**config.mk**
```make
export PLATFORM = sky130hd
export DESIGN_NAME = seg_scan_ctrl
export DESIGN_NICKNAME = d
export VERILOG_FILES = /design/src/rtl/seg_pkg.sv /design/src/rtl/refresh_tick_gen.sv /design/src/rtl/seg_scan_ctrl.sv
export SDC_FILE = /design/constraint.sdc
export NUM_CORES = 1
export LEC_CHECK = 0
export ABC_CLOCK_PERIOD_IN_PS = 2900
export CORE_ASPECT_RATIO = 1.4
export CORE_UTILIZATION = 44
export CTS_CLUSTER_SIZE = 30
export DETAILED_ROUTE_END_ITERATION = 8
export HOLD_SLACK_MARGIN = 0.06
export PLACE_DENSITY = 0.67
export SETUP_SLACK_MARGIN = 0.15
export SYNTH_ARGS = -nofsm -noshare
export SYNTH_HDL_FRONTEND = slang
export SYNTH_SLANG_ARGS = --single-unit
```
**constraint.sdc**
```tcl
create_clock -name clk -period 2.9 [get_ports clk]
set_clock_uncertainty 0.15 [all_clocks]
set_input_delay 0.435 -clock clk [delete_from_list [all_inputs] [get_ports clk]]
set_output_delay 0.435 -clock clk [all_outputs]
set_load 0.05 [all_outputs]
```
**src/rtl/seg_pkg.sv**
```systemverilog
// Shared constants for the seven-segment scan/decode path.
// Select encodings are common to the scan controller and the decode stage.
package seg_pkg;

  localparam logic [3:0] SEL_A    = 4'b1000;
  localparam logic [3:0] SEL_B    = 4'b0100;
  localparam logic [3:0] SEL_C    = 4'b0010;
  localparam logic [3:0] SEL_D    = 4'b0001;
  localparam logic [3:0] SEL_NONE = 4'b0000;

  // 100 MHz / 100000 = 1 kHz per digit slot
  localparam int DEFAULT_REFRESH_DIV = 100000;

  // Slots that are leading zeros; D is never suppressed.
  function automatic logic [3:0] lead_zero_mask(input logic [3:0] a,
                                                input logic [3:0] b,
                                                input logic [3:0] c);
    logic za, zab, zabc;
    za   = (a == 4'h0);
    zab  = za && (b == 4'h0);
    zabc = zab && (c == 4'h0);
    return {za, zab, zabc, 1'b0};
  endfunction

endpackage

```
**src/rtl/refresh_tick_gen.sv**
```systemverilog
// Free-running divider producing a one-cycle tick every REFRESH_DIV enabled cycles.
// Holding the count at 0 while disabled gives a full dwell after re-enable.
module refresh_tick_gen #(
  parameter int REFRESH_DIV = seg_pkg::DEFAULT_REFRESH_DIV
) (
  input  logic clk,
  input  logic reset,
  input  logic enable,
  output logic tick
);

  localparam int DIV_W = $clog2(REFRESH_DIV);
  localparam logic [DIV_W-1:0] DIV_LAST = DIV_W'(REFRESH_DIV - 1);

  logic [DIV_W-1:0] div_cnt_q, div_cnt_d;

  assign tick = enable && (div_cnt_q == DIV_LAST);

  always_comb begin
    div_cnt_d = div_cnt_q + 1'b1;
    if (!enable || (div_cnt_q == DIV_LAST)) div_cnt_d = '0;
  end

  always_ff @(posedge clk or posedge reset) begin
    if (reset) div_cnt_q <= '0;
    else       div_cnt_q <= div_cnt_d;
  end

endmodule

```
**src/rtl/seg_scan_ctrl.sv**
```systemverilog
// Four-digit scan controller: rotating one-hot select, frame-aligned value
// updates through a shadow register, and optional leading-zero blanking.
module seg_scan_ctrl
  import seg_pkg::*;
#(
  parameter int REFRESH_DIV = DEFAULT_REFRESH_DIV
) (
  input  logic        clk,
  input  logic        reset,
  input  logic        enable,
  input  logic [15:0] value_in,
  input  logic        load,
  input  logic        blank_en,
  output logic [3:0]  A,
  output logic [3:0]  B,
  output logic [3:0]  C,
  output logic [3:0]  D,
  output logic [3:0]  disp_sel,
  output logic        frame_done,
  output logic        pending
);

  logic        tick, fb;
  logic [3:0]  slot_q, slot_d;
  logic [15:0] disp_q, disp_d;
  logic [15:0] shadow_q, shadow_d;
  logic        pending_q, pending_d;
  logic        frame_done_q;

  refresh_tick_gen #(.REFRESH_DIV(REFRESH_DIV)) u_tick (
    .clk    (clk),
    .reset  (reset),
    .enable (enable),
    .tick   (tick)
  );

  assign fb = tick && (slot_q == SEL_D);

  always_comb begin
    slot_d    = tick ? {slot_q[0], slot_q[3:1]} : slot_q;
    disp_d    = disp_q;
    shadow_d  = shadow_q;
    pending_d = pending_q;
    // A load landing on the boundary bypasses the shadow entirely.
    if (fb) begin
      if (load)           disp_d = value_in;
      else if (pending_q) disp_d = shadow_q;
      pending_d = 1'b0;
    end else if (load) begin
      shadow_d  = value_in;
      pending_d = 1'b1;
    end
  end

  always_ff @(posedge clk or posedge reset) begin
    if (reset) begin
      slot_q       <= SEL_A;
      disp_q       <= '0;
      shadow_q     <= '0;
      pending_q    <= 1'b0;
      frame_done_q <= 1'b0;
    end else begin
      slot_q       <= slot_d;
      disp_q       <= disp_d;
      shadow_q     <= shadow_d;
      pending_q    <= pending_d;
      frame_done_q <= fb;
    end
  end

  assign {A, B, C, D} = disp_q;
  assign frame_done   = frame_done_q;
  assign pending      = pending_q;

  always_comb begin
    disp_sel = slot_q;
    if (!enable)
      disp_sel = SEL_NONE;
    else if (blank_en && ((slot_q & lead_zero_mask(disp_q[15:12], disp_q[11:8], disp_q[7:4])) != 4'h0))
      disp_sel = SEL_NONE;
  end

endmodule

```
Word-level counts from Yosys, hierarchy flattened
Cells that the tools add are included.

storage, ports and cells
  logic and storage cells = 33
  input bits = 21
  output and inout bits = 22
  register bits = 55

operators by class
  add/sub/neg operators = 1
  eq/ne operators = 2
  bitwise operators = 2
  muxes and demuxes = 7
  reductions and logical operators = 15

operators with widths
  operator               count
  $mux 16                2
  $add 17x1->17 const B  1
  $eq 17x17->1 const B   1
  $mux 17                1
  $logic_not 4->1        3
  $mux 4                 2
  $logic_and 1x1->1      5
  $and 4x4->4            1
  $eq 4x1->1 const B     1
  $reduce_and 2->1       2
  $reduce_bool 2->1      2
  $reduce_bool 4->1      1
  $mux 1                 2
  $logic_not 1->1        1
  $logic_or 1x1->1       1
  $not 1->1              1

Depth between registers and ports, before layout
Gate-level depths: netlist of run 1.

  word-level depth = 8
  gate-level depth with buffers = 8
  mapped depth without buffers = 5

By module
From an unflattened synthesis of run 1, not the netlist that was laid out.

unflattened totals
  cells, all modules = 261
  area total of the unflattened synthesis = 2820.2 µm²

by module, submodules not included
  module            area an instance (µm²)  times used  cells each  sequential area each (µm²)
  seg_scan_ctrl     1909.3                  1           171         952.2
  refresh_tick_gen  910.9                   1           90          425.4

Worst setup path before layout of run 1
Ideal clock, no wire load.

  path type = flip-flop to output port
  start = register disp_q[5]
  end = output disp_sel[0]
  cell stages (with the launch flop) = 5
  required time = 2.315 ns
  arrival = 1.813 ns
  slack = 0.502 ns
  cell sequence = dfrtp_1 -> nor4_1 -> a21oi_1 -> o21bai_1 -> a21oi_1

between the ends
  word-level cells in the longest chain between the ends = 7

ends and longest elaborated chain
  what                      line                 RTL
  start: declaration        seg_scan_ctrl.sv:25  logic [15:0] disp_q, disp_d;
  start signal: assignment  seg_scan_ctrl.sv:64  disp_q <= disp_d;
  $logic_not 4->1           seg_pkg.sv:21        zabc = zab && (c == 4'h0);
  $logic_and 1x1->1         seg_pkg.sv:21
  $and 4x4->4               seg_scan_ctrl.sv:79  else if (blank_en && ((slot_q & lead_zero_mask(disp_q[15:12], disp_q[11:8], disp_q[7:4])) != 4'h0))
  $reduce_bool 4->1         seg_scan_ctrl.sv:79
  $logic_and 1x1->1         seg_scan_ctrl.sv:79
  $mux 4                    seg_scan_ctrl.sv:79
  $mux 4                    seg_scan_ctrl.sv:77  if (!enable)
  end: declaration          seg_scan_ctrl.sv:18  output logic [3:0] disp_sel,

No other way between the ends.

Worst setup path after layout of run 1
  start = register disp_q[5]
  end = output disp_sel[1]

The elaborated chain is that of the path after synthesis.

==> results of run 1 <==
==> routing by layer <==
layer	part of all wire, %	global-route usage, %	vias up
met3	2.8	4.187	7
li1	-	-	999
met5	0	0	-
met1	43	27.79	1091
met4	2.1	8.844	0
met2	52	37.42	40
==> layout make-up <==
cell class | count | area [um^2]
Fill cell | 526 | 2618
Tap cell | 70 | 87.58
Timing Repair Buffer | 50 | 483.0
Inverter | 6 | 22.52
Multi-Input combinational cell | 164 | 1259
Clock buffer | 6 | 82.58
Sequential cell | 55 | 1378
Clock inverter | 2 | 16.27
==> power breakdown <==
| group | switching [mW] | internal [mW] | total, mW |
|---|---|---|---|
| clock | 0.266 | 0.196 | 0.462 |
| sequential | 0.0138 | 0.792 | 0.806 |
| combinational | 0.0527 | 0.0576 | 0.110 |
| total | 0.333 | 1.05 | 1.38 |
==> kinds of logic (layout without fill, tap and decap cells) <==
kind of cell / after synthesis / in the layout / synth area share (%)
AND/OR/NAND/NOR: 84 / 84 / 19.05
AO/OA/AOI/OAI: 49 / 49 / 14.95
multiplexers: 20 / 20 / 8.204
buffers and inverters: 20 / 64 / 3.965
flip-flops: 55 / 55 / 50.18
adder cells (fa/ha/maj): 1 / 1 / 0.4557
XOR/XNOR: 10 / 10 / 3.190
==> worst register-to-register path, cell delays in order (launching register included) <==
cell,delay [ns]
dfrtp_1,0.38
ha_1,0.29
nor4b_4,0.38
nand3_4,0.17
o21ai_4,0.17
buf_4,0.26
mux2_2,0.36
==> registers in the layout, summed over array words and instances (netlist names) <==
register and count:
u_tick.div_cnt_q 17, shadow_q 16, slot_q 4, pending 1, disp_q 16, frame_done 1
==> cell usage in the layout (no fill, tap or decap), types with 4 or more instances in the layout <==
cell / instances
a21oi_1: 9
a221o_1: 14
a41o_1: 13
and2_1: 6
and3_1: 5
buf_4: 11
clkbuf_8: 6
clkdlybuf4s50_1: 38
dfrtp_1: 54
inv_1: 5
mux2_2: 19
nand2_1: 13
nand3_1: 11
nor2_1: 14
nor3b_1: 11
nor4_1: 4
or4_1: 4
xnor2_1: 5
xor2_1: 5
==> through the flow <==
stage          setup slack [ns]  util, %  std cells
2_1_floorplan            0.5023        -        239
3_3_place_gp             0.5405    54.31        345
3_5_place_dp             0.5179    54.31        345
4_1_cts                  0.4493    55.98        353
5_1_grt                  0.2467    55.98        353
6_report                 0.4384    55.98        353
==> path summary, 6_finish.rpt <==
path | start | endpoint | depth (start not counted)
setup / recovery | disp_q[5] | disp_sel[1] | 5
hold / removal | u_tick.div_cnt_q[0] | u_tick.div_cnt_q[0] | 1
setup reg to reg | u_tick.div_cnt_q[0] | shadow_q[3] | 6
hold reg to reg | u_tick.div_cnt_q[0] | u_tick.div_cnt_q[0] | 1
max in group asynchronous | reset | slot_q[3] | 3
min in group asynchronous | reset | disp_q[1] | 2
==> impl_metrics.ini, run 1 <==
[critical_path]
r2r_setup_slack_ns = 0.64
slowest_stage = nor4_1
worst_path_largest_cell_delay_ns = 0.44
end_kind = output port
critPathMaxFanout = 4
cp_top_family = compound AO/OA/AOI/OAI gates
worstPathArrival_ns = 1.88
cpMostUsedCell = a21oi_1
worstPathCellList = nor4_1 -> a21oi_1 -> o21bai_1 -> a21oi_1 -> buf_4
worstSetupStartpointType = flop
path_buf_inv = 1
worst_ep_required_time_ns = 2.32
crit_type = reg2out

[clocking]
cts-root-buf = clkbuf_8
cts_tree = built
cts.sinks = 55
cts_resized = 0
htree_num_levels = 2
cts_hold_buf = 0
cts_buffer_depth = 2
cts-buffers-inserted = 5
postCtsSetupBuffers = 0
worstSkewPairLatency_ns = 0.32
cts.clk_slew.worst_paths_ns = 0.10

[placement]
hpwlAfterDp_um = 4337
portBuffers = 42
placed_cell_area_mm2 = 0.003229
gp_congestion = 0.7462

[floorplanning]
die_y_um = 95.46
dieWidth_um = 68.76
fp.coreArea_mm2 = 0.005946
start_util_pct = 46.17
die_area_mm2 = 0.006563
num_rows = 33
ioPinCount = 43

[power]
ir_drop_mv = 0.2981
leakage_nw = 1.483
finalPower_mw = 1.378
powerDensity_mw_per_mm2 = 414.0

[global_routing]
grt_max_degree = 29
first_global_vias = 2194
antenna_found_initial = 0
grtUsageTotal_pct = 22.31
grt_pass1_wl_um = 10640
grt_overflow_total = 0

[detailed_routing]
drc = 0
drt_pass1_iterations = 4
ant_nets = 0
viasPerCell = 6.054
wl_um = 6263
num_vias = 2137
post_drt_wl_per_cell_um = 17.74
drt-initial-drc-count = 124

[synthesis]
synthArstFlopShare_pct = 100.0
ys_types = 42
yosysSeqAreaShare_pct = 50.18
yosys-top-cells-count = dfrtp_1 (54), mux2_2 (19), a221o_1 (14), nor2_1 (14)
synth_area_leader_cell = dfrtp_1
syn-cell-area_mm2 = 0.002745
syn_avg_cell_area_um2 = 11.49
yosys_warnings = 0
synth_most_common_cell = dfrtp_1
synthCells = 239
synth_area_leaders = dfrtp_1 (49%), mux2_2 (7.8%), a221o_1 (5.1%), a41o_1 (4.7%), nor3b_1 (3.0%)
synth-seq-cells = 55
syn-num-nets = 261
synth_top_area_share_pct = 49.23
synthFlopType = dfrtp_1
synth_edf_count = 0

[sta]
whs_ns = 0.3142
drv_slew = 0
setup_viol = 0
fmax_ghz = 0.4062
tightest_slew_ns = 0.6343
hold_viol = 0
finalCritPeriodShare_pct = 84.88
rsz0062_at_grt = false
final.setup.tns_ns = 0
relSlewSlack_pct = 57.65
period_minus_slack_ns = 2.462

[layout]
synthToLayoutAreaGrowth_pct = 21.24
layout.nets = 304
drive_gt1_share_pct = 16.96
antenna_cells = 0
design_area_mm2 = 0.003328

[run_status]
outcome = complete, no violations

[flow_run]
cap_violations = 0

[hold_path]
hold_path.class = reg2reg
(Power assumes the default switching activity.)
==> run 2: changes to the inputs <==
ABC_CLOCK_PERIOD_IN_PS = 2200   (was 2900)
PLACE_DENSITY = 0.7   (was 0.67)
clock period = 2.2 ns   (was 2.9 ns; I/O delays follow)
==> run 2 against run 1 <==
Compared with the run above: register-to-register slack got worse by 0.43 ns; sequential share of layout area down 3.0 points; combinational power grew 40%; via count unchanged; first-iteration DRC count rose by 6.5%; die area unchanged; clock-buffer cell count unchanged; design area increased by 8.1%; non-clock buffer count increased by 12; hold slack worse by 0.094 ns; sequential cell count unchanged; highest routed layer unchanged.
==> impl_metrics.ini, run 2 (synthesis gave the netlist of run 1 again) <==
[layout]
multi_input_area_mm2 = 0.001326
layout_common_cells = dfrtp_1 (51), clkdlybuf4s50_1 (24), mux2_2 (19), buf_4 (18), a221o_1 (14)
biggestRegsByFlops = u_tick.div_cnt_q (17), disp_q (16), shadow_q (16)
drive_gt1_share_pct = 25.76
regMostFlops = u_tick.div_cnt_q
layout.nets = 316
fillers = 504
largest_register_ffs = 17
layoutNonFillerInstCount = 365
synthToLayoutAreaGrowth_pct = 31.04
final_common_cell = dfrtp_1
register_area_mm2 = 0.001381
antenna_cells = 0

[clocking]
cts_buffer_depth = 2
cts.sinks = 55
worstSkewPairLatency_ns = 0.31
cts-buffers-inserted = 5
cts.clk_slew.worst_paths_ns = 0.10
htree_num_levels = 2
cts-root-buf = clkbuf_8
cts_tree = built

[global_routing]
antenna_found_initial = 0
grt_overflow_total = 0
grt_max_degree = 56
first_global_vias = 2148
grtUsageTotal_pct = 21.74
grt_pass1_wl_um = 10420

[critical_path]
cp-startpoint = disp_q[9]
critPathMaxFanout = 3
end_kind = output port
rr_worst_depth = 5
worstPathArrival_ns = 1.68
worst_ep_required_time_ns = 1.72
worstSetupStartpointType = flop
r2r_setup_slack_ns = 0.21
rr_endpoint = shadow_q[14]
crit-reg2reg-launch = u_tick.div_cnt_q[8]
crit_type = reg2out

[detailed_routing]
wl_um = 6284
num_vias = 2137
drt_pass1_iterations = 4
post_drt_wl_per_cell_um = 17.22
ant_nets = 0
drt-initial-drc-count = 132
drc = 0
viasPerCell = 5.855

[power]
combPwrFrac_pct = 8.0
switching_share_pct = 22.52
p_sw_uw = 436.4
finalPower_mw = 1.938
seq_power_share_pct = 54.8
leakage_nw = 1.784
ir_drop_mv = 0.5185
pwr-share-clk_pct = 37.3
powerDensity_mw_per_mm2 = 538.7
p_int_mw = 1.502

[hold_path]
hold_path.class = in2async

[floorplanning]
die_y_um = 95.46
die_area_mm2 = 0.006563
num_rows = 33
dieWidth_um = 68.76
fp.coreArea_mm2 = 0.005946
ioPinCount = 43
start_util_pct = 46.17

[sta]
setup_slack_ns = 0.04311
setup_viol = 0
tightest_slew_ns = 0.5343
rsz0062_at_grt = true
relSlewSlack_pct = 64.32
period_minus_slack_ns = 2.157
finalCritPeriodShare_pct = 98.04
fmax_ghz = 0.4636
drv_slew = 0
whs_ns = 0.2199
hold_viol = 0

[flow_run]
cap_violations = 0

[run_status]
outcome = complete, no violations

[placement]
placedCellCount = 351
place_ws_ns = -0.03441
gp_congestion = 0.8275
portBuffers = 42
hpwlAfterDp_um = 4294
-- run 2: changes by cell type in the layout (fill, tap and decap cells not counted), moves of 3 or more --
| cell | change |
|---|---|
| clkdlybuf4s50_1 | -14 |
| dlymetal6s2s_1 | +10 |
| buf_4 | +7 |
| buf_12 | +5 |
| a21oi_1 | -4 |
| a21oi_2 | +4 |
| dfrtp_1 | -3 |
| dfrtp_2 | +3 |
| dlygate4sd2_1 | +3 |
-- run 2: layer usage --
metal,vias up,track usage [%],part of all wire [%]
li1,1012,-,-
met1,1074,26.45,41
met2,40,37.58,54
met3,11,3.589,3.0
met4,0,8.333,2.1
met5,-,0,0
-- run 2: power by group through the flow --
| stage | clock [mW] | combinational (mW) | sequential [mW] |
|---|---|---|---|
| after CTS | 0.736 | 0.154 | 1.06 |
| after global routing | 0.773 | 0.170 | 1.07 |
| final | 0.722 | 0.154 | 1.06 |
| after global placement | 0 | 0.150 | 1.08 |
| after floorplan | 0 | 0.0807 | 1.08 |
| after detailed placement | 0 | 0.153 | 1.08 |
-- run 2: cell type report --
cell class	count	area share, %
Timing Repair Buffer	62	18.30
Tap cell	70	2.435
Clock buffer	6	2.296
Inverter	6	0.6261
Clock inverter	2	1.078
Multi-Input combinational cell	164	36.87
Sequential cell	55	38.40
-- run 2: how the worst max path moves through the flow --
stage | to | slack, ns
2_1_floorplan | disp_sel[0] | -0.09
3_3_place_gp | disp_q[8] | -0.03
3_5_place_dp | disp_q[4] | -0.03
4_1_cts | disp_sel[2] | 0.005
5_1_grt | disp_sel[1] | -0.02
6_report | disp_sel[1] | 0.04
-- run 2: timing repair --
action                                  in CTS  in global routing
endpoints found under the setup margin       6                 58
gates resized for setup                     10                 21
pin swaps                                    4                  3
buffers inserted                             2                  4
hold buffers                                 0                  0
-- run 2: per-stage QoR --
stage	TNS (ns)	utilization, %	cell area, um^2
2_1_floorplan	-0.2782	-	2751
3_3_place_gp	-0.2859	56.12	3337
3_5_place_dp	-0.2010	56.12	3337
4_1_cts	0	58.90	3502
5_1_grt	-0.05664	60.50	3597
6_report	0	60.50	3597
-- run 2: worst max-delay path: stages (launching register included) --
cell and delay [ns]:
dfrtp_1 0.39, or4_4 0.55, o21bai_4 0.17, a21oi_2 0.09
buf_12 0.15
==> run 3: changes to the inputs <==
TNS_END_PERCENT = 50   (was not set)
==> run 3 against run 2 <==
Compared with the run above: fmax down 0.36%; routed wire length up 2.2%; hold slack better by 0.0015 ns; first-iteration DRC count down 6.1%; final cell count down 0.27%; sequential cell count unchanged; design area up 1.7%; clock-buffer cell count unchanged; sequential power about the same; die area unchanged; critical path type unchanged; critical endpoint unchanged; largest power group unchanged.
==> impl_metrics.ini, run 3 (synthesis gave the netlist of run 1 again) <==
[run_status]
outcome = complete, no violations

[global_routing]
first_global_vias = 2148
grt_max_degree = 56
grt_overflow_total = 0
grtUsageTotal_pct = 21.74
grt_pass1_wl_um = 10420
antenna_found_initial = 0

[layout]
fillers = 494
antenna_cells = 0
largest_register_ffs = 17
biggestRegsByFlops = u_tick.div_cnt_q (17), disp_q (16), shadow_q (16)
layout.nets = 315
design_area_mm2 = 0.003659
regMostFlops = u_tick.div_cnt_q
drive_gt1_share_pct = 26.53
final_common_cell = dfrtp_1
synthToLayoutAreaGrowth_pct = 33.27
layout_common_cells = dfrtp_1 (51), clkdlybuf4s50_1 (24), buf_4 (18), mux2_4 (16), a221o_1 (14)

[sta]
hold_viol = 0
setup_viol = 0
relSlewSlack_pct = 64.34
setup_slack_ns = 0.03541
finalCritPeriodShare_pct = 98.39
rsz0062_at_grt = true
tightest_slew_ns = 0.5340
period_minus_slack_ns = 2.165
fmax_ghz = 0.4620
final.setup.tns_ns = 0
drv_slew = 0

[floorplanning]
num_rows = 33
die_area_mm2 = 0.006563
start_util_pct = 46.17
die_y_um = 95.46
fp.coreArea_mm2 = 0.005946
ioPinCount = 43
dieWidth_um = 68.76

[placement]
place_ws_ns = -0.03441
gp_congestion = 0.8275
placed_cell_area_mm2 = 0.003337
hpwlAfterDp_um = 4294
portBuffers = 42

[detailed_routing]
post_drt_wl_per_cell_um = 17.64
drc = 0
drt-initial-drc-count = 124
drt_pass1_iterations = 5
viasPerCell = 5.854
ant_nets = 0
num_vias = 2131
wl_um = 6422

[power]
seq_power_share_pct = 54.1
powerDensity_mw_per_mm2 = 537.5
pwr-share-clk_pct = 36.9
leakage_nw = 1.870
ir_drop_mv = 0.5199
p_sw_uw = 447.8
switching_share_pct = 22.77
combPwrFrac_pct = 8.9
p_int_mw = 1.519
finalPower_mw = 1.966

[critical_path]
worstSetupStartpointType = flop
worstPathCellList = or4_4 -> o21bai_4 -> a21oi_2 -> buf_12
rr_endpoint = shadow_q[1]
rr_worst_depth = 6
r2r_setup_slack_ns = 0.20
slowest_stage = or4_4
crit_type = reg2out
crit-reg2reg-launch = u_tick.div_cnt_q[0]
worst_ep_required_time_ns = 1.72
endpoint = disp_sel[1]
cp-startpoint = disp_q[9]
worst_path_largest_cell_delay_ns = 0.55
end_kind = output port
critPathMaxFanout = 3
worstPathArrival_ns = 1.68

[flow_run]
cap_violations = 0

[clocking]
cts_tree = built
cts_buffer_depth = 2
cts-root-buf = clkbuf_8
worstSkewPairLatency_ns = 0.32
cts.clk_slew.worst_paths_ns = 0.11
cts_hold_buf = 0
htree_num_levels = 2
cts.sinks = 55
cts-buffers-inserted = 5

[hold_path]
hold_path.class = in2async
run 3: cell types whose count changed in the layout (fill, tap and decap cells not counted), sizes merged:
cell,before,now
dlymetal6s2s,10,12
dlygate4sd2,3,0
run 3: cell type report:
class | count | area, um^2 | share of cell area [%]
Multi-Input combinational cell | 164 | 1389 | 37.96
Sequential cell | 55 | 1381 | 37.76
Timing Repair Buffer | 61 | 656.9 | 17.95
Clock inverter | 2 | 38.79 | 1.060
Tap cell | 70 | 87.58 | 2.394
Clock buffer | 6 | 82.58 | 2.257
Inverter | 6 | 22.52 | 0.6156
run 3: repair_timing:
item / in CTS / in global routing
setup buffers: 2 / 3
setup endpoints to repair: 6 / 61
pin swaps: 4 / 5
resized for setup: 7 / 41
run 3: power groups by stage:
stage | Clock [mW] | Sequential, mW | Combinational (mW)
floorplan | 0 | 1.08 | 0.0807
global placement | 0 | 1.08 | 0.150
detailed placement | 0 | 1.08 | 0.153
CTS | 0.736 | 1.06 | 0.154
global route | 0.773 | 1.07 | 0.192
finish | 0.726 | 1.06 | 0.176
run 3: routing by layer:
metal | track usage, % | share of wire (%)
met5 | 0 | 0
met2 | 37.58 | 53
met4 | 8.333 | 2.1
met3 | 3.589 | 3.2
met1 | 26.45 | 42
run 3: worst min path at each step:
stage,to,slack [ns],cells past startpoint
4_1_cts,u_tick.div_cnt_q[14],0.23,3
3_5_place_dp,u_tick.div_cnt_q[0],0.30,1
5_1_grt,u_tick.div_cnt_q[16],0.24,3
3_3_place_gp,u_tick.div_cnt_q[0],0.29,1
2_1_floorplan,u_tick.div_cnt_q[0],0.27,1
6_report,u_tick.div_cnt_q[13],0.22,3
run 3: metrics by stage:
step	util, %	instances	hold slack [ns]
after CTS	58.96	361	0.2348
after detailed placement	56.12	351	0.2984
after global placement	56.12	351	0.2880
after floorplan	-	239	0.2739
final	61.53	364	0.2214
after global routing	61.53	364	0.2440
run 3: critical path, delay by kind of cell (launching register included):
kind	cells	cell delay, ns
flops	1	0.39
buf+inv	1	0.15
compound gates	2	0.26
simple gates	1	0.55
